**config.mk**
```make
export PLATFORM = sky130hd
export DESIGN_NAME = fdivsqrt_result_buf_flat
export DESIGN_NICKNAME = d
export VERILOG_FILES = /design/src/rtl/fdivsqrt_result_buf_if.sv /design/src/rtl/fdivsqrt_result_buf.sv /design/src/flat_wrapper.sv
export SDC_FILE = /design/constraint.sdc
export NUM_CORES = 1
export LEC_CHECK = 0
export CAP_MARGIN = 15
export CORE_ASPECT_RATIO = 1.4
export CORE_MARGIN = 5
export CORE_UTILIZATION = 40
export DETAILED_ROUTE_END_ITERATION = 7
export PLACE_DENSITY = 0.66
export SLEW_MARGIN = 10
export SYNTH_ARGS = -nofsm -noshare
export SYNTH_HDL_FRONTEND = slang
export SYNTH_SLANG_ARGS = --single-unit
```
**constraint.sdc**
```tcl
create_clock -name clk -period 3.72 [get_ports clk]
set_clock_uncertainty 0.05 [all_clocks]
set_input_delay 0.93 -clock clk [delete_from_list [all_inputs] [get_ports clk]]
set_output_delay 0.93 -clock clk [all_outputs]
set_load 0.01 [all_outputs]
```
**src/rtl/fdivsqrt_result_buf_if.sv**
```systemverilog
// fdivsqrt_result_buf_if: writeback-side valid/ready result channel of the divide/sqrt result buffer.
interface fdivsqrt_result_buf_if #(parameter int FLEN = 64);
  logic            ResValidM, ResReadyM, IntDivM;
  logic [FLEN-1:0] ResM;
  logic [4:0]      FlagsM, RdM;
  modport master(output ResValidM, ResM, FlagsM, IntDivM, RdM, input ResReadyM);
  modport slave(input ResValidM, ResM, FlagsM, IntDivM, RdM, output ResReadyM);
endinterface

```
**src/rtl/fdivsqrt_result_buf.sv**
```systemverilog
// fdivsqrt_result_buf: result FIFO with start credits between divide/sqrt sequencer and writeback.
// Define FDIVSQRT_RESBUF_BYPASS_EN to forward a result straight through when the buffer is empty.
module fdivsqrt_result_buf #(
  parameter int FLEN  = 64,
  parameter int DEPTH = 2,
  parameter int CNTW  = $clog2(DEPTH + 1)
) (
  input  logic                 clk,
  input  logic                 reset,
  input  logic                 FlushE,
  input  logic                 StartE,
  input  logic                 DoneE,
  input  logic [FLEN-1:0]      ResultE,
  input  logic [4:0]           FlagsE,
  input  logic                 IntDivE,
  input  logic [4:0]           RdE,
  output logic                 CanStartE,
  output logic [CNTW-1:0]      CountM,
  output logic                 OverflowM,
  fdivsqrt_result_buf_if.master wb
);
  typedef enum logic {EMPTY, NONEMPTY} head_t;
  localparam int PW = (DEPTH > 1) ? $clog2(DEPTH) : 1;
  localparam logic [CNTW-1:0] DEP = CNTW'(DEPTH);
  logic [FLEN-1:0] mem_res [DEPTH];
  logic [4:0]      mem_flg [DEPTH];
  logic [4:0]      mem_rd  [DEPTH];
  logic            mem_int [DEPTH];
  logic [DEPTH-1:0] vld;
  logic [CNTW-1:0] cnt, cred, cnt_n, cred_n;
  logic [PW-1:0]   wptr, rptr, shw, rptr_n;
  logic            ovf, byp, pop, push, wr, rd;
  head_t           head;
  // shw tracks the slot on display so outputs hold their last value once drained
  always_comb begin
    head = (cnt == '0) ? EMPTY : NONEMPTY;
`ifdef FDIVSQRT_RESBUF_BYPASS_EN
    byp = (head == EMPTY) & DoneE & ~FlushE;
`else
    byp = 1'b0;
`endif
    wb.ResValidM = (head == NONEMPTY) | byp;
    wb.ResM      = byp ? ResultE : mem_res[shw];
    wb.FlagsM    = byp ? FlagsE  : mem_flg[shw];
    wb.IntDivM   = byp ? IntDivE : mem_int[shw];
    wb.RdM       = byp ? RdE     : mem_rd[shw];
    pop    = wb.ResValidM & wb.ResReadyM;
    push   = DoneE & ((cnt < DEP) | pop);
    wr     = push & ~(byp & wb.ResReadyM);
    rd     = pop & (head == NONEMPTY);
    cnt_n  = cnt + CNTW'(wr) - CNTW'(rd);
    rptr_n = rptr + PW'(rd);
    cred_n = (StartE & ~pop) ? ((cred == '0) ? cred : cred - CNTW'(1)) :
             (pop & ~StartE) ? cred + CNTW'(1) : cred;
  end
  always_ff @(posedge clk or negedge reset) begin
    if (!reset) begin
      cnt  <= '0;
      cred <= DEP;
      wptr <= '0;
      rptr <= '0;
      shw  <= '0;
      vld  <= '0;
      ovf  <= 1'b0;
      for (int i = 0; i < DEPTH; i++) begin
        mem_res[i] <= '0;
        mem_flg[i] <= '0;
        mem_rd[i]  <= '0;
        mem_int[i] <= 1'b0;
      end
    end else if (FlushE) begin
      cnt  <= '0;
      cred <= DEP;
      wptr <= '0;
      rptr <= '0;
      vld  <= '0;
    end else begin
      ovf  <= ovf | (DoneE & ~push) | (StartE & (cred == '0));
      cnt  <= cnt_n;
      cred <= cred_n;
      wptr <= wptr + PW'(wr);
      rptr <= rptr_n;
      shw  <= (cnt_n != '0) ? rptr_n : shw;
      vld  <= (vld & ~(DEPTH'(rd) << rptr)) | (DEPTH'(wr) << wptr);
      if (wr) begin
        mem_res[wptr] <= ResultE;
        mem_flg[wptr] <= FlagsE;
        mem_rd[wptr]  <= RdE;
        mem_int[wptr] <= IntDivE;
      end
    end
  end
  assign CanStartE = cred != '0;
  assign CountM    = cnt;
  assign OverflowM = ovf;
  assert property (@(posedge clk) disable iff (!reset)
    (cnt <= DEP) && (cred <= DEP) && (vld[rptr] == (cnt != '0)));
endmodule

```
**src/flat_wrapper.sv**
```systemverilog
// flat-port wrapper written by rule: the top's interface ports become plain ports
module fdivsqrt_result_buf_flat 
#(
  parameter int FLEN  = 64,
  parameter int DEPTH = 2,
  parameter int CNTW  = $clog2(DEPTH + 1)
)
  (clk, reset, FlushE, StartE, DoneE, ResultE, FlagsE, IntDivE, RdE, CanStartE, CountM, OverflowM, wb_ResValidM, wb_ResM, wb_FlagsM, wb_IntDivM, wb_RdM, wb_ResReadyM);
  fdivsqrt_result_buf_if #(.FLEN(FLEN)) wb_i ();
  input  logic clk;
  input  logic reset;
  input  logic FlushE;
  input  logic StartE;
  input  logic DoneE;
  input  logic [FLEN-1:0] ResultE;
  input  logic [4:0] FlagsE;
  input  logic IntDivE;
  input  logic [4:0] RdE;
  output logic CanStartE;
  output logic [CNTW-1:0] CountM;
  output logic OverflowM;
  output wire logic [$bits(wb_i.ResValidM)-1:0] wb_ResValidM;
  output wire logic [$bits(wb_i.ResM)-1:0] wb_ResM;
  output wire logic [$bits(wb_i.FlagsM)-1:0] wb_FlagsM;
  output wire logic [$bits(wb_i.IntDivM)-1:0] wb_IntDivM;
  output wire logic [$bits(wb_i.RdM)-1:0] wb_RdM;
  input wire logic [$bits(wb_i.ResReadyM)-1:0] wb_ResReadyM;
  assign wb_ResValidM = wb_i.ResValidM;
  assign wb_ResM = wb_i.ResM;
  assign wb_FlagsM = wb_i.FlagsM;
  assign wb_IntDivM = wb_i.IntDivM;
  assign wb_RdM = wb_i.RdM;
  assign wb_i.ResReadyM = wb_ResReadyM;
  fdivsqrt_result_buf #(.FLEN(FLEN), .DEPTH(DEPTH), .CNTW(CNTW)) u_core (.clk(clk), .reset(reset), .FlushE(FlushE), .StartE(StartE), .DoneE(DoneE), .ResultE(ResultE), .FlagsE(FlagsE), .IntDivE(IntDivE), .RdE(RdE), .CanStartE(CanStartE), .CountM(CountM), .OverflowM(OverflowM), .wb(wb_i));
endmodule
```
==> run summary, run 1 <==
drt wl/cell = 18.2 um
max-cap check violation count = 0
First-pass DRT Iterations = 4
fin util = 55.1%
CP Buf/Inv Count = 2
synthesized net count = 528
Slew Limit Fails = 0
Critical Path RT = 2.74 ns
Comb power frac = 38.6%
PortBufs = 160
Core Region = 17400 um2
status = finished, final reports clean
fin crit share = 89.5%
gr usage total = 15.7%
worst vdd ir = 0.406 mV
Post-DRT Antenna Nets = 0
HP Class = reg2reg
worst-margin pin slew = 0.715 ns
setup bufs post-CTS = 0
initial core utilization = 40.8%
Syn Area/Cell = 15.9 um2
DRC violations left = 0
TritonCTS buffer count = 17
crit path kind = reg2out
Pwr Density = 768 nW/um2
row count = 57
Final GP Congestion = 0.738
Hold Fails Final Rpt = 0
grt ovf = 0
RSZ-0062 raised after global routing = no
Critical-path top delay cell = dfrtp_4
Root Driver = clkbuf_16
sw power = 2.05 mW
Clock power frac = 24.5%
worst-skew pair later-pin latency = 0.42 ns
chip height = 168 um
detailed-route via count = 4224
n_diodes = 0
number of setup violations in the final report = 0
Flop pwr share = 36.9%
vias in the first global route = 4812
Worst Setup End Kind = output port
Slew headroom = 52.4%
clk buf depth = 2
sw frac = 27.8%
crit path time final = 3.33 ns
pin count of the biggest net entering global routing = 77
Lkg Pwr = 4.14 nW
Fin Setup TNS = 0 ns
internal power = 5.31 mW
CTS tree = done
Vias per Instance = 4.93
Clock Sink Count = 158
fin nets = 691
Post-CTS Resized = 0
Mapped Cells = 445
Die Area = 20500 um2
first-pass GRT wire length = 25.1 mm
WL final = 15.6 mm
critical path's largest stage delay = 0.75 ns
initial antenna violation count = 0
CP top delay family = buffers and inverters
Layout area overhead = 35.1%
Max Freq = 300 MHz
Iter 0 DRT Violations = 186
synthesized area = 7100 um2
CP max FO = 32
sequential fraction of the synthesis area = 55.7%
Yosys warnings = 0
startpoint class of the critical path = register
CTS Hold Bufs = 0
CTS clk-pin slew, worst paths = 0.06 ns
CP Data Arrival Time = 2.35 ns
critical-path cell list = buf_4, mux2_2, clkdlybuf4s50_1
layout cell share with drive strength beyond 1 = 43.8%
#FFs+latches synth = 158
Distinct cells, synth = 30
H-tree depth = 4
Die X = 123 um
detailed placement HPWL = 10.6 mm
num ports = 161
power groups by stage:
stage | Clock (mW) | Sequential [mW] | Combinational [mW]
4_1_cts | 1.85 | 2.72 | 2.90
3_5_place_dp | 0 | 2.73 | 2.88
6_report | 1.81 | 2.71 | 2.84
2_1_floorplan | 0 | 2.57 | 1.73
5_1_grt | 1.93 | 2.79 | 3.05
3_3_place_gp | 0 | 2.70 | 2.83
cell families after synthesis:
family | count (synthesis) | synth area share (%)
fa+ha+maj | 2 | 0.353
buf+inv | 31 | 2.65
simple gates | 15 | 1.32
compound gates | 10 | 0.882
mux | 226 | 38.5
xor+xnor | 3 | 0.564
flops | 158 | 55.7
synthesized netlist by cell type:
| library cell | instances | area share, % |
|---|---|---|
| o21ai_0 | 2 | 0.14 |
| nor4_1 | 1 | 0.088 |
| o21bai_1 | 2 | 0.21 |
| or4b_4 | 1 | 0.19 |
| xnor2_1 | 2 | 0.25 |
| buf_4 | 5 | 0.53 |
| mux2i_1 | 1 | 0.14 |
| or3_1 | 1 | 0.088 |
| a221oi_1 | 1 | 0.12 |
| inv_1 | 6 | 0.32 |
| dfstp_2 | 1 | 0.37 |
| dfrtp_1 | 157 | 55 |
| clkbuf_1 | 5 | 0.26 |
| nand2b_1 | 1 | 0.088 |
| a2bb2oi_1 | 1 | 0.12 |
| buf_1 | 3 | 0.16 |
| buf_6 | 6 | 0.95 |
| nand2_1 | 1 | 0.053 |
| a21oi_1 | 4 | 0.28 |
| nor2_1 | 3 | 0.16 |
| buf_2 | 6 | 0.42 |
| mux2_2 | 175 | 28 |
| ha_1 | 2 | 0.35 |
| mux2_4 | 50 | 11 |
| xnor3_1 | 1 | 0.32 |
| nand3_1 | 1 | 0.070 |
| nor4b_1 | 1 | 0.12 |
| or2_2 | 2 | 0.18 |
| nor2b_1 | 2 | 0.18 |
| or4_1 | 1 | 0.11 |
worst paths after layout:
check / startpoint / endpoint / slack [ns] / cells after the start
min reg2reg: u_core.OverflowM / u_core.OverflowM / 0.44 / 1
max: u_core.shw / wb_ResM[34] / 0.39 / 3
min: u_core.OverflowM / u_core.OverflowM / 0.44 / 1
max in group asynchronous: reset / u_core.mem_res[31] / 2.19 / 2
min in group asynchronous: reset / u_core.CountM[1] / 0.48 / 1
max reg2reg: u_core.CountM[0] / u_core.shw / 1.36 / 8
flip-flops by register name (all words and copies together), names as in the netlist:
register / flops
u_core.CountM: 2
u_core.OverflowM: 1
u_core.cred: 2
u_core.mem_flg: 10
u_core.mem_int: 2
u_core.mem_rd: 10
u_core.mem_res: 128
u_core.rptr: 1
u_core.shw: 1
u_core.wptr: 1
cells in the final DEF (no fill, tap or decap), types with 4 or more instances in the layout:
master and count:
a21oi_1 4, buf_12 5, buf_4 4, clkbuf_16 17, clkdlybuf4s50_1 159, clkinvlp_4 5, dfrtp_1 156, inv_1 6
mux2_2 175, mux2_4 50
worst register-to-register path, stage by stage (launching register included):
cell and delay [ns]:
dfrtp_1 0.40, o21ai_0 0.45, inv_1 0.24, ha_1 0.32, inv_1 0.06, ha_1 0.14, xnor3_1 0.24, o21bai_1 0.19
mux2i_1 0.20
stage by stage:
step	std cells	hold WS (ns)	total power, mW	worst slack [ns]	area, um2
after detailed placement	825	0.433	5.62	0.614	8970
after global placement	825	0.418	5.53	0.655	8970
after floorplan	445	0.424	4.30	1.31	7100
final	857	0.442	7.36	0.392	9580
after CTS	857	0.454	7.47	0.315	9580
after global routing	857	0.467	7.77	0.289	9580
cell type report:
type	count	area, um2
Clock buffer	20	457
Inverter	6	22.5
Timing Repair Buffer	169	1730
Clock inverter	12	159
Multi-Input combinational cell	256	2960
Tap cell	236	295
Fill cell	1502	7820
Sequential cell	158	3960
layer usage:
layer | GRT usage (%) | up-vias | routed length, um
li1 | - | 1917 | -
met1 | 18.7 | 2178 | 6370
met2 | 27.0 | 105 | 8240
met3 | 3.85 | 24 | 618
met4 | 6.04 | 0 | 345
met5 | 0 | - | 0
Note: power is estimated with default switching activity, not from simulation.
==> run 2, diff against run 1 <==
--- a/config.mk
+++ b/config.mk
@@ -7,7 +7,7 @@
 export LEC_CHECK = 0
 export CAP_MARGIN = 15
 export CORE_ASPECT_RATIO = 1.4
-export CORE_MARGIN = 5
+export CORE_MARGIN = 2
 export CORE_UTILIZATION = 40
 export DETAILED_ROUTE_END_ITERATION = 7
 export PLACE_DENSITY = 0.66
==> run 2 against run 1 <==
Against the previous run:
- global-route usage rose by 1.5 points
- first-iteration DRC count fell by 33%
- sequential cell count did not move
- via count barely moved
- wire length fell by 2.2%
- die area fell by 8.3%
- combinational power barely moved
- critical endpoint is now wb_FlagsM[2]
- highest routed layer unchanged
==> run summary, run 2 (synthesis results as in run 1) <==
first-pass GRT wire length = 24.6 mm (was 25.1 mm)
Critical Path RT = 2.74 ns (about the same)
Slew Limit Fails = 0 (unchanged)
CTS tree = done (unchanged)
fin util = 55.0% (was 55.1%)
setup bufs post-CTS = 0 (unchanged)
Post-DRT Antenna Nets = 0 (unchanged)
r2r worst-path depth = 8 (unchanged)
crit path time final = 3.33 ns (about the same)
Die X = 117 um (was 123 um)
DRC violations left = 0 (unchanged)
number of setup violations in the final report = 0 (unchanged)
row count = 57 (unchanged)
First-pass DRT Iterations = 4 (unchanged)
Final Instance Area = 9570 um2 (was 9580 um2)
Hold Path Depth = 1 (unchanged)
Slew headroom = 49.9% (was 52.4%)
clk buf depth = 2 (unchanged)
Reg-to-Reg Start = u_core.CountM[1] (was u_core.CountM[0])
Hold Fails Final Rpt = 0 (unchanged)
TritonCTS buffer count = 17 (unchanged)
Worst Hold End = u_core.OverflowM (unchanged)
Flop pwr share = 36.9% (about the same)
worst-margin pin slew = 0.752 ns (was 0.715 ns)
placed cell area = 8940 um2 (was 8970 um2)
pin count of the biggest net entering global routing = 82 (was 77)
worst vdd ir = 0.386 mV (was 0.406 mV)
CTS clk-pin slew, worst paths = 0.06 ns (about the same)
critical-path cell list = buf_4, mux2_2, clkdlybuf4s50_1 (unchanged)
status = finished, final reports clean (unchanged)
Fin Setup TNS = 0 ns (unchanged)
RSZ-0062 raised after global routing = no (unchanged)
chip height = 162 um (was 168 um)
sw frac = 27.6% (was 27.8%)
CTS Hold Bufs = 0 (unchanged)
critical path's largest stage delay = 0.76 ns (was 0.75 ns)
M3 GR Usage = 5.63% (was 3.85%)
max-cap check violation count = 0 (unchanged)
PortBufs = 160 (unchanged)
drt wl/cell = 17.8 um (was 18.2 um)
sw power = 2.03 mW (was 2.05 mW)
Root Driver = clkbuf_16 (unchanged)
M2 GR Usage = 29.5% (was 27.0%)
fin crit share = 89.5% (about the same)
grt ovf = 0 (unchanged)
detailed placement HPWL = 9.90 mm (was 10.6 mm)
Final GP Congestion = 0.742 (was 0.738)
setup slack, reg-to-reg = 1.40 ns (was 1.36 ns)
Iter 0 DRT Violations = 124 (was 186)
Comb power frac = 38.4% (was 38.6%)
detailed-route via count = 4220 (was 4224)
Reg with most FFs = u_core.mem_res (unchanged)
Post-CTS Resized = 0 (unchanged)
commonest cells after routing, fill and taps aside = 175 x mux2_2, 159 x clkdlybuf4s50_1, 156 x dfrtp_1 (unchanged)
vias in the first global route = 4831 (was 4812)
global routing's busiest layer = met2 (unchanged)
Lkg Pwr = 4.14 nW (about the same)
met1 Use GR = 19.4% (was 18.7%)
fin nets = 689 (was 691)
Vias per Instance = 4.93 (about the same)
Max Freq = 300 MHz (about the same)
Worst R2R End = u_core.shw (unchanged)
Critical-path top delay cell = dfrtp_4 (unchanged)
commonest non-fill, non-tap cell in the layout = mux2_2 (unchanged)
initial core utilization = 40.8% (unchanged)
Clock power frac = 24.6% (was 24.5%)
largest registers = u_core.mem_res (128), u_core.mem_flg (10), u_core.mem_rd (10) (unchanged)
CP max FO = 31 (was 32)
gr usage total = 17.2% (was 15.7%)
startpoint class of the critical path = register (unchanged)
H-tree depth = 4 (unchanged)
initial antenna violation count = 1 (was 0)
CP Data Arrival Time = 2.35 ns (about the same)
Worst Setup End Kind = output port (unchanged)
WL final = 15.2 mm (was 15.6 mm)
Clock Sink Count = 158 (unchanged)
HP Class = reg2reg (unchanged)
num ports = 161 (unchanged)
Core Region = 17400 um2 (unchanged)
layout cell share with drive strength beyond 1 = 43.8% (about the same)
HP Start = u_core.OverflowM (unchanged)
max FFs per register = 128 (unchanged)
internal power = 5.33 mW (was 5.31 mW)
worst-skew pair later-pin latency = 0.42 ns (about the same)
Layout area overhead = 34.8% (was 35.1%)
crit path kind = reg2out (unchanged)
Hold Slack = 0.437 ns (was 0.442 ns)
Pwr Density = 769 nW/um2 (was 768 nW/um2)
Die Area = 18800 um2 (was 20500 um2)
## run 2: cell types whose count changed in the layout (fill, tap and decap cells not counted), sizes merged
cell and change:
clkinvlp -2, buf -2, clkinv +3, inv -1, diode +1
## run 2: through the flow
step | power [mW] | setup slack, ns | instances
after floorplan | 4.30 | 1.31 | 445
after detailed placement | 5.59 | 0.663 | 823
after global placement | 5.50 | 0.731 | 823
after CTS | 7.46 | 0.357 | 855
after global routing | 7.77 | 0.275 | 856
final | 7.36 | 0.390 | 856
## run 2: worst max path at each step
| stage | cells past startpoint | slack [ns] | from | end |
|---|---|---|---|---|
| 3_5_place_dp | 4 | 0.66 | FlushE | u_core.mem_res[119] |
| 6_report | 3 | 0.39 | u_core.shw | wb_FlagsM[2] |
| 2_1_floorplan | 3 | 1.31 | u_core.shw | wb_ResM[10] |
| 3_3_place_gp | 5 | 0.73 | wb_ResReadyM | u_core.mem_res[25] |
| 4_1_cts | 3 | 0.36 | u_core.shw | wb_ResM[62] |
| 5_1_grt | 3 | 0.27 | u_core.shw | wb_ResM[50] |
## run 2: worst max-delay path, delay by kind of cell, from the launching register on
| kind | cells | cell delay, ns |
|---|---|---|
| buffers and inverters | 2 | 0.79 |
| DFF | 1 | 0.76 |
| muxes | 1 | 0.37 |
## run 2: power groups by stage
stage / clock network, mW / logic (mW) / registers (mW)
after floorplan: 0 / 1.73 / 2.57
after global placement: 0 / 2.81 / 2.69
after detailed placement: 0 / 2.85 / 2.74
after CTS: 1.87 / 2.88 / 2.72
after global routing: 1.95 / 3.03 / 2.80
final: 1.81 / 2.83 / 2.72
## run 2: metal layers
layer / share of wire (%) / wire (um)
met3: 5.2 / 787
met1: 40 / 6080
met2: 52 / 7980
met5: 0 / 0
met4: 2.5 / 376
## run 2: layout make-up
class	count	area [um2]
Clock inverter	12	158
Clock buffer	20	467
Timing Repair Buffer	167	1710
Fill cell	1499	7830
Antenna cell	1	2.50
Multi-Input combinational cell	256	2960
Sequential cell	158	3960
Inverter	6	22.5
Tap cell	236	295
==> run 3, diff against run 2 <==
--- a/config.mk
+++ b/config.mk
@@ -11,6 +11,7 @@
 export CORE_UTILIZATION = 40
 export DETAILED_ROUTE_END_ITERATION = 7
 export PLACE_DENSITY = 0.66
+export SETUP_SLACK_MARGIN = 0.3
 export SLEW_MARGIN = 10
 export SYNTH_ARGS = -nofsm -noshare
 export SYNTH_HDL_FRONTEND = slang
==> run 3 against run 2 <==
Against the previous run:
- sequential power about the same
- first-iteration DRC count increased by 8.1%
- setup slack improved by 0.17 ns
- combinational power increased by 2%
- register-to-register slack about the same
- via count increased by 0.52%
- global-route usage unchanged
- die area unchanged
- non-clock buffer count increased by 1
- sequential cell count unchanged
- total power increased by 0.37%
- wire length increased by 0.59%
- critical path type unchanged
==> run summary, run 3 (synthesis results as in run 1) <==
Placed Instances = 823 (unchanged)
clk buf depth = 2 (unchanged)
dpl ws = 0.663 ns (unchanged)
placed cell area = 8940 um2 (unchanged)
pin count of the biggest net entering global routing = 82 (unchanged)
Slew headroom = 50.1% (was 49.9%)
CP top delay family = buffers and inverters (unchanged)
Worst Setup End Kind = output port (unchanged)
critical-path cell list = buf_4, mux2_2, clkdlybuf4s50_1 (unchanged)
Final GP Congestion = 0.742 (unchanged)
CTS tree = done (unchanged)
Die X = 117 um (unchanged)
critical path's largest stage delay = 0.63 ns (was 0.76 ns)
Reg with most FFs = u_core.mem_res (unchanged)
largest registers = u_core.mem_res (128), u_core.mem_flg (10), u_core.mem_rd (10) (unchanged)
Worst Slack Setup Final = 0.557 ns (was 0.390 ns)
fin nets = 690 (was 689)
PortBufs = 160 (unchanged)
Clock Sink Count = 158 (unchanged)
Post-Layout Cell Count = 857 (was 856)
sw frac = 27.6% (about the same)
Flop pwr share = 36.5% (was 36.9%)
vias in the first global route = 4831 (unchanged)
H-tree depth = 4 (unchanged)
CP Buf/Inv Count = 2 (unchanged)
CP max FO = 17 (was 31)
max FFs per register = 128 (unchanged)
worst vdd ir = 0.318 mV (was 0.386 mV)
startpoint class of the critical path = register (unchanged)
number of setup violations in the final report = 0 (unchanged)
chip height = 162 um (unchanged)
Root Driver = clkbuf_16 (unchanged)
Critical-path top delay cell = dfrtp_4 (unchanged)
Post-DRT Antenna Nets = 0 (unchanged)
gr usage total = 17.2% (unchanged)
Fin Setup TNS = 0 ns (unchanged)
Max Freq = 316 MHz (was 300 MHz)
initial core utilization = 40.8% (unchanged)
Core Region = 17400 um2 (unchanged)
layout cell share with drive strength beyond 1 = 43.9% (was 43.8%)
total chip power = 7.38 mW (was 7.36 mW)
Hold Slack = 0.442 ns (was 0.437 ns)
Hold Fails Final Rpt = 0 (unchanged)
internal power = 5.35 mW (was 5.33 mW)
first-pass GRT wire length = 24.6 mm (unchanged)
Slew Limit Fails = 0 (unchanged)
fin util = 55.1% (was 55.0%)
num ports = 161 (unchanged)
worst-margin pin slew = 0.749 ns (was 0.752 ns)
Critical Path RT = 2.74 ns (about the same)
Comb power frac = 39.0% (was 38.4%)
Layout area overhead = 35.2% (was 34.8%)
detailed-route via count = 4242 (was 4220)
fin crit share = 85.0% (was 89.5%)
HP Class = reg2reg (unchanged)
Iter 0 DRT Violations = 134 (was 124)
crit path kind = reg2out (unchanged)
DRC violations left = 0 (unchanged)
Die Area = 18800 um2 (unchanged)
RSZ-0062 raised after global routing = no (unchanged)
commonest cells after routing, fill and taps aside = 175 x mux2_2, 159 x clkdlybuf4s50_1, 156 x dfrtp_1 (unchanged)
Lkg Pwr = 4.15 nW (was 4.14 nW)
Clock power frac = 24.5% (was 24.6%)
Final Instance Area = 9590 um2 (was 9570 um2)
worst-skew pair later-pin latency = 0.42 ns (about the same)
sw power = 2.04 mW (was 2.03 mW)
crit path time final = 3.16 ns (was 3.33 ns)
grt ovf = 0 (unchanged)
TritonCTS buffer count = 17 (unchanged)
max-cap check violation count = 0 (unchanged)
commonest non-fill, non-tap cell in the layout = mux2_2 (unchanged)
initial antenna violation count = 1 (unchanged)
Pwr Density = 770 nW/um2 (was 769 nW/um2)
First-pass DRT Iterations = 4 (unchanged)
detailed placement HPWL = 9.90 mm (unchanged)
row count = 57 (unchanged)
status = finished, final reports clean (unchanged)
CTS clk-pin slew, worst paths = 0.06 ns (about the same)
drt wl/cell = 17.9 um (was 17.8 um)
Vias per Instance = 4.95 (was 4.93)
CP Data Arrival Time = 2.18 ns (was 2.35 ns)
WL final = 15.3 mm (was 15.2 mm)
Post-CTS Resized = 0 (unchanged)
-- run 3: changes by cell type in the layout (fill, tap and decap cells not counted) --
| cell | previous run | this run |
|---|---|---|
| clkbuf_16 | 17 | 18 |
-- run 3: repair_timing --
action,4_1_cts,5_1_grt
hold buffers,0,0
endpoints found under the hold margin,0,0
setup endpoints to repair,0,8
setup buffers,0,1
-- run 3: area by class of cell --
class,count,area (um2)
well taps,236,295
multi-input cells,256,2960
clock buffers,20,467
repair buffers,168,1730
inverters,6,22.5
diodes,1,2.50
fillers,1496,7810
clock inverters,12,158
flip-flops and latches,158,3960
-- run 3: worst paths after layout --
path	start	endpoint	slack [ns]	depth (start not counted)
max	u_core.shw	wb_ResM[42]	0.56	3
min	u_core.OverflowM	u_core.OverflowM	0.44	1
max reg2reg	u_core.CountM[1]	u_core.shw	1.41	8
min reg2reg	u_core.OverflowM	u_core.OverflowM	0.44	1
max in group asynchronous	reset	u_core.mem_res[33]	2.21	2
min in group asynchronous	reset	u_core.mem_res[74]	0.49	1
-- run 3: layer usage --
layer / routed length (um) / share of wire (%) / GRT usage, %
met5: 0 / 0 / 0
met4: 333 / 2.2 / 6.95
met3: 781 / 5.1 / 5.63
met2: 8040 / 53 / 29.5
met1: 6160 / 40 / 19.4
-- run 3: power by group through the flow --
stage          registers [mW]  logic [mW]  clock network [mW]
2_1_floorplan            2.57        1.73                   0
3_3_place_gp             2.69        2.81                   0
3_5_place_dp             2.74        2.85                   0
4_1_cts                  2.72        2.88                1.87
5_1_grt                  2.78        3.08                1.95
6_report                 2.69        2.88                1.81
